[config.mk]
export PLATFORM = sky130hd
export DESIGN_NAME = mul_div_unit
export DESIGN_NICKNAME = d
export VERILOG_FILES = /design/src/rtl/mul_div_unit.sv
export SDC_FILE = /design/constraint.sdc
export NUM_CORES = 1
export LEC_CHECK = 0
export BUFFER_PORTS_ARGS = -buffer_cell sky130_fd_sc_hd__buf_2
export CAP_MARGIN = 25
export CORE_UTILIZATION = 23
export DETAILED_ROUTE_END_ITERATION = 8
export MAX_ROUTING_LAYER = met4
export PLACE_DENSITY_LB_ADDON = 0.05
export SLEW_MARGIN = 40
export SYNTH_ARGS = -nofsm -noshare
export SYNTH_HDL_FRONTEND = slang
export SYNTH_SLANG_ARGS = --single-unit
[constraint.sdc]
create_clock -name clock -period 13.04 [get_ports clock]
set_input_delay 2.608 -clock clock [delete_from_list [all_inputs] [get_ports clock]]
set_output_delay 2.608 -clock clock [all_outputs]
set_load 0.02 [all_outputs]
[src/rtl/mul_div_unit.sv]
// Multi-cycle signed 32x32 Booth multiplier and 32/32 shift-subtract divider.
// Result is staged into ZHI/ZLO only when an operation completes.
module mul_div_unit #(
    parameter int WIDTH = 32,
    parameter int ITER  = WIDTH
) (
    input  logic             clock,
    input  logic             clear,
    input  logic             start,
    input  logic             op,
    input  logic [WIDTH-1:0] a_in,
    input  logic [WIDTH-1:0] b_in,
    output logic             busy,
    output logic             done,
    output logic [WIDTH-1:0] z_hi,
    output logic [WIDTH-1:0] z_lo,
    output logic             div_by_zero
);

    localparam int CW = (ITER > 1) ? $clog2(ITER) : 1;

    typedef enum logic [1:0] {
        S_IDLE,
        S_RUN,
        S_FIX,
        S_DONE
    } state_t;

    state_t           state_q, state_d;
    logic [CW-1:0]    cnt_q, cnt_d;
    logic [WIDTH:0]   acc_q, acc_d;
    logic [WIDTH-1:0] q_q, q_d;
    logic             qm1_q, qm1_d;
    logic [WIDTH-1:0] m_q, m_d;
    logic             op_q, op_d;
    logic             qneg_q, qneg_d;
    logic             rneg_q, rneg_d;
    logic             zero_q, zero_d;
    logic [WIDTH-1:0] zhi_q, zhi_d;
    logic [WIDTH-1:0] zlo_q, zlo_d;
    logic             dbz_q, dbz_d;

    logic             a_neg, b_neg;
    logic [WIDTH-1:0] a_mag, b_mag;
    logic [WIDTH:0]   m_ext;
    logic [WIDTH:0]   sum;
    logic [WIDTH:0]   shifted;
    logic [WIDTH:0]   trial;
    logic [WIDTH-1:0] quot;
    logic [WIDTH-1:0] rem;

    always_ff @(posedge clock or posedge clear) begin
        if (clear) begin
            state_q <= S_IDLE;
            cnt_q   <= '0;
            acc_q   <= '0;
            q_q     <= '0;
            qm1_q   <= 1'b0;
            m_q     <= '0;
            op_q    <= 1'b0;
            qneg_q  <= 1'b0;
            rneg_q  <= 1'b0;
            zero_q  <= 1'b0;
            zhi_q   <= '0;
            zlo_q   <= '0;
            dbz_q   <= 1'b0;
        end else begin
            state_q <= state_d;
            cnt_q   <= cnt_d;
            acc_q   <= acc_d;
            q_q     <= q_d;
            qm1_q   <= qm1_d;
            m_q     <= m_d;
            op_q    <= op_d;
            qneg_q  <= qneg_d;
            rneg_q  <= rneg_d;
            zero_q  <= zero_d;
            zhi_q   <= zhi_d;
            zlo_q   <= zlo_d;
            dbz_q   <= dbz_d;
        end
    end

    always_comb begin
        state_d = state_q;
        cnt_d   = cnt_q;
        acc_d   = acc_q;
        q_d     = q_q;
        qm1_d   = qm1_q;
        m_d     = m_q;
        op_d    = op_q;
        qneg_d  = qneg_q;
        rneg_d  = rneg_q;
        zero_d  = zero_q;
        zhi_d   = zhi_q;
        zlo_d   = zlo_q;
        dbz_d   = dbz_q;

        a_neg   = a_in[WIDTH-1];
        b_neg   = b_in[WIDTH-1];
        a_mag   = a_neg ? -a_in : a_in;
        b_mag   = b_neg ? -b_in : b_in;
        m_ext   = {m_q[WIDTH-1], m_q};
        sum     = acc_q;
        shifted = {acc_q[WIDTH-1:0], q_q[WIDTH-1]};
        trial   = shifted - {1'b0, m_q};
        quot    = qneg_q ? -q_q : q_q;
        rem     = rneg_q ? -acc_q[WIDTH-1:0] : acc_q[WIDTH-1:0];

        unique case (state_q)
            S_IDLE: begin
                if (start) begin
                    cnt_d  = '0;
                    op_d   = op;
                    dbz_d  = 1'b0;
                    acc_d  = '0;
                    qm1_d  = 1'b0;
                    zero_d = 1'b0;
                    if (op && (b_in == '0)) begin
                        // Keep the raw dividend; it becomes the remainder
                        zero_d  = 1'b1;
                        q_d     = a_in;
                        state_d = S_FIX;
                    end else if (op) begin
                        q_d     = a_mag;
                        m_d     = b_mag;
                        qneg_d  = a_neg ^ b_neg;
                        rneg_d  = a_neg;
                        state_d = S_RUN;
                    end else begin
                        q_d     = b_in;
                        m_d     = a_in;
                        state_d = S_RUN;
                    end
                end
            end
            S_RUN: begin
                cnt_d = cnt_q + 1'b1;
                if (op_q) begin
                    if (!trial[WIDTH]) begin
                        acc_d = trial;
                        q_d   = {q_q[WIDTH-2:0], 1'b1};
                    end else begin
                        acc_d = shifted;
                        q_d   = {q_q[WIDTH-2:0], 1'b0};
                    end
                end else begin
                    unique case ({q_q[0], qm1_q})
                        2'b01:   sum = acc_q + m_ext;
                        2'b10:   sum = acc_q - m_ext;
                        default: sum = acc_q;
                    endcase
                    acc_d = {sum[WIDTH], sum[WIDTH:1]};
                    q_d   = {sum[0], q_q[WIDTH-1:1]};
                    qm1_d = q_q[0];
                end
                if (cnt_q == CW'(ITER - 1)) begin
                    state_d = S_FIX;
                end
            end
            S_FIX: begin
                if (zero_q && (cnt_q == '0)) begin
                    // Pad so divide-by-zero still takes two edges to DONE
                    cnt_d = cnt_q + 1'b1;
                end else begin
                    cnt_d   = '0;
                    state_d = S_DONE;
                    if (zero_q) begin
                        zhi_d = q_q;
                        zlo_d = '1;
                        dbz_d = 1'b1;
                    end else if (op_q) begin
                        zhi_d = rem;
                        zlo_d = quot;
                    end else begin
                        zhi_d = acc_q[WIDTH-1:0];
                        zlo_d = q_q;
                    end
                end
            end
            S_DONE: begin
                state_d = S_IDLE;
            end
            default: begin
                state_d = S_IDLE;
            end
        endcase
    end

    assign busy        = (state_q == S_RUN) || (state_q == S_FIX);
    assign done        = (state_q == S_DONE);
    assign z_hi        = zhi_q;
    assign z_lo        = zlo_q;
    assign div_by_zero = dbz_q;

endmodule

==> impl_metrics.py <==
metrics = {
    "drt": {
        "initialDrtViolationCount": 1042,
        "num_vias": 15100,
        "firstDrtPassIters": 5,
        "avgRoutedWirePerCell_um": 23.6,
        "drt-total-wl_um": 68900,
        "drtAntennaViolNets": 0,
        "drc": 0,
        "via_per_inst": 5.16,
    },
    "synth": {
        "syn-num-nets": 2132,
        "async_flop_share_pct": 100,
        "syn_area_per_cell_um2": 7.74,
        "syn_inst": 1983,
        "synth_area_leader_cell": "dfrtp_1",
        "synth_ff_type": "dfrtp_1",
        "synth.area.top_cells": "dfrtp_1, a21oi_1, o21ai_0",
        "ys_ff_latch": 174,
        "ys.warnings.count": 0,
        "syn_area_um2": 15400,
        "synth.yosys.seq_area_share_pct": 28.4,
        "synth_cell_type_count": 72,
        "synth_edf_count": 0,
        "yosysTopAreaCellShare_pct": 28.4,
    },
    "cts": {
        "cts-hold-fix-buffers": 0,
        "cts_tree": "built",
        "cts_resized": 0,
        "cts_buffer_depth": 2,
        "cts_root_buffer": "clkbuf_16",
        "numCtsBuffers": 17,
        "clock_sinks": 174,
        "postCtsSetupRepairBufs": 0,
        "worstSkewPairLatency_ps": 500,
        "path_clk_slew_ps": 80,
        "htreeDepth": 4,
    },
    "timing": {
        "min_period_ps": 6130,
        "slew_headroom_pct": 47.3,
        "finClkSkew_ps": 17.5,
        "fmax_ghz": 0.163,
        "worst_pin_slew_ps": 791,
        "hold_violations": 0,
        "period_share_pct": 47.0,
        "rsz0062_at_grt": "false",
        "finalMaxSlewViolations": 0,
        "fin_hold_ws_ps": 469,
        "tns_ps": 0,
        "setup_viol": 0,
    },
    "setup_path": {
        "end_kind": "flip-flop",
        "timing.critical_path.from": "q_q[31]",
        "rrSetupSlack_ps": 6910,
        "required_ps": 13440,
        "cp_max_fo": 51,
        "critPathArrivalTime_ps": 6530,
        "worstReg2RegStart": "q_q[31]",
        "r2r_cells": 21,
        "timing.rr.end": "acc_q[28]",
        "path_class": "reg2reg",
        "start_kind": "flip-flop",
    },
    "floorplanning": {
        "row_count": 94,
        "initial_core_util_pct": 23.3,
        "core-area_um2": 65900,
        "design.die.area_um2": 67800,
        "boundaryPins": 135,
        "die_y_um": 260,
        "die_width_um": 260,
    },
    "power_and_ir_drop": {
        "combPwrFrac_pct": 67.6,
        "power.leakage_nw": 7.43,
        "power_frac_clock_pct": 10.4,
        "power_density_nw_per_um2": 304,
        "p_sw_share_pct": 55.2,
        "peakVddDrop_uv": 121,
        "switching_power_mw": 2.94,
        "pwr-share-seq_pct": 22.0,
        "p_int_mw": 2.39,
    },
    "cells_and_area": {
        "syn_to_final_growth_pct": 14.0,
        "multi_input_area_um2": 10300,
        "nNetsFinal": 2189,
        "fill_cells": 7319,
        "seqCellArea_um2": 4360,
        "drive_above_1_share_pct": 11.6,
    },
    "min_path": {
        "min_from": "z_lo[0]",
        "whs_path_depth": 2,
        "hold_path.class": "reg2reg",
        "worstHoldEndpoint": "z_lo[0]",
    },
    "placed_design": {
        "hpwlAfterDp_um": 52500,
        "gp_congestion": 0.851,
        "portBuffers": 134,
    },
    "global_routing": {
        "grt_usage_pct": 21.0,
        "antenna_found_initial": 4,
        "grt_max_degree": 74,
        "grt_pass1_vias": 14800,
        "grt-ovfl-total": 0,
        "grt_pass1_wl_um": 102000,
    },
    "run_status": {
        "status": "finished clean",
    },
    "job": {
        "maxCapViolations": 0,
    },
}
[layout make-up]
cell class,instances,share of cell area (%)
Tap cell,864,6.18
Inverter,73,1.62
Clock buffer,22,2.77
Multi-Input combinational cell,1616,59.0
Sequential cell,174,24.9
Antenna cell,4,0.0572
Clock inverter,9,0.565
Timing Repair Buffer,158,4.90
[cells by family (layout without fill, tap and decap cells)]
kind of cell / count (synthesis) / after routing / share of synthesized area, %
AND/OR/NAND/NOR: 602 / 602 / 18.2
flip-flops: 174 / 174 / 28.4
multiplexers: 56 / 56 / 3.81
adder cells (fa/ha/maj): 81 / 81 / 6.70
AO/OA/AOI/OAI: 680 / 680 / 26.9
XOR/XNOR: 197 / 197 / 11.2
buffers and inverters: 193 / 262 / 4.78
other: 0 / 4 / 0
[how the worst max path moves through the flow]
stage	slack (ps)	endpoint	depth (start not counted)
floorplan	5720	acc_q[0]	1
global placement	6900	m_q[25]	8
detailed placement	6860	q_q[17]	12
CTS	6870	acc_q[28]	21
global route	6390	acc_q[28]	21
finish	6910	acc_q[28]	21
[flip-flops by register name (all words and copies together), names as in the netlist]
register,flops
state_q,2
qneg_q,1
z_hi,32
q_q,32
div_by_zero,1
zero_q,1
z_lo,32
rneg_q,1
cnt_q,5
m_q,32
op_q,1
acc_q,33
qm1_q,1
[cells in the final DEF (no fill, tap or decap), types with 22 or more instances in the layout]
cell / count
xor2_1: 100
nand2b_1: 29
xnor2_1: 97
nand2_1: 200
or3_1: 22
buf_4: 22
o21ai_0: 207
ha_1: 78
nor3_1: 31
nand3_1: 29
nor2_1: 182
a21o_1: 28
o31ai_1: 34
buf_2: 134
a21oi_1: 224
inv_1: 71
dfrtp_1: 172
mux2i_1: 36
[metrics by stage]
stage | total power, mW | setup slack (ps) | utilization, % | std cells | cell area [um^2]
5_1_grt | 5.82 | 6390 | 26.6 | 2918 | 17500
3_3_place_gp | 4.82 | 6900 | 25.6 | 2885 | 16900
3_5_place_dp | 4.82 | 6860 | 25.7 | 2885 | 16900
2_1_floorplan | 3.58 | 5720 | - | 1983 | 15400
6_report | 5.33 | 6910 | 26.6 | 2920 | 17500
4_1_cts | 5.39 | 6870 | 26.6 | 2916 | 17500
[Yosys cell counts, types with 9 or more instances]
cell,number
mux2i_1,36
buf_1,10
xor2_1,100
o221ai_1,9
nor2_1,184
and2_1,9
nor4_1,17
ha_1,79
nand3_1,30
nand2b_1,29
a21oi_1,224
clkbuf_1,104
a31oi_1,22
a211oi_1,18
xnor2_1,97
and3_1,17
nand2_1,201
o211ai_1,14
o21ai_0,207
a32o_1,9
o21a_1,11
o31ai_1,34
dfrtp_1,174
or3_1,22
inv_1,72
o22ai_1,16
nor2b_1,19
a21o_1,28
o41ai_1,16
nor3_1,33
mux2_2,20
a22o_1,12
or4_1,12
[worst max-delay path, cell delays in order (launching register included)]
cell      delay (ps)
dfrtp_1          410
inv_1            120
ha_1             180
inv_1             60
fa_1             400
a21o_1           200
a311o_1          360
a21oi_1          330
a21oi_1          260
a211oi_1         660
o211ai_1         330
o21a_1           250
o21ai_0          140
a21oi_1           90
ha_2             310
buf_4            470
nand2_1          410
or3_1            410
mux2i_1          180
nor2_1            70
a32oi_1          180
a21bo_2          230
[routing by layer]
layer | up-vias | global-route usage, % | wire [um]
met5 | - | - | 0
met4 | 0 | 6.03 | 1340
met3 | 57 | 2.48 | 2570
met2 | 329 | 33.0 | 31800
met1 | 7443 | 28.3 | 33300
li1 | 7239 | - | -
[power by group through the flow]
stage	clock network (mW)	registers [mW]	logic, mW
3_3_place_gp	0	1.18	3.64
5_1_grt	0.585	1.20	4.03
2_1_floorplan	0	1.03	2.54
6_report	0.554	1.17	3.60
4_1_cts	0.573	1.17	3.64
3_5_place_dp	0	1.19	3.63
Power figures use the tool's default switching activity.
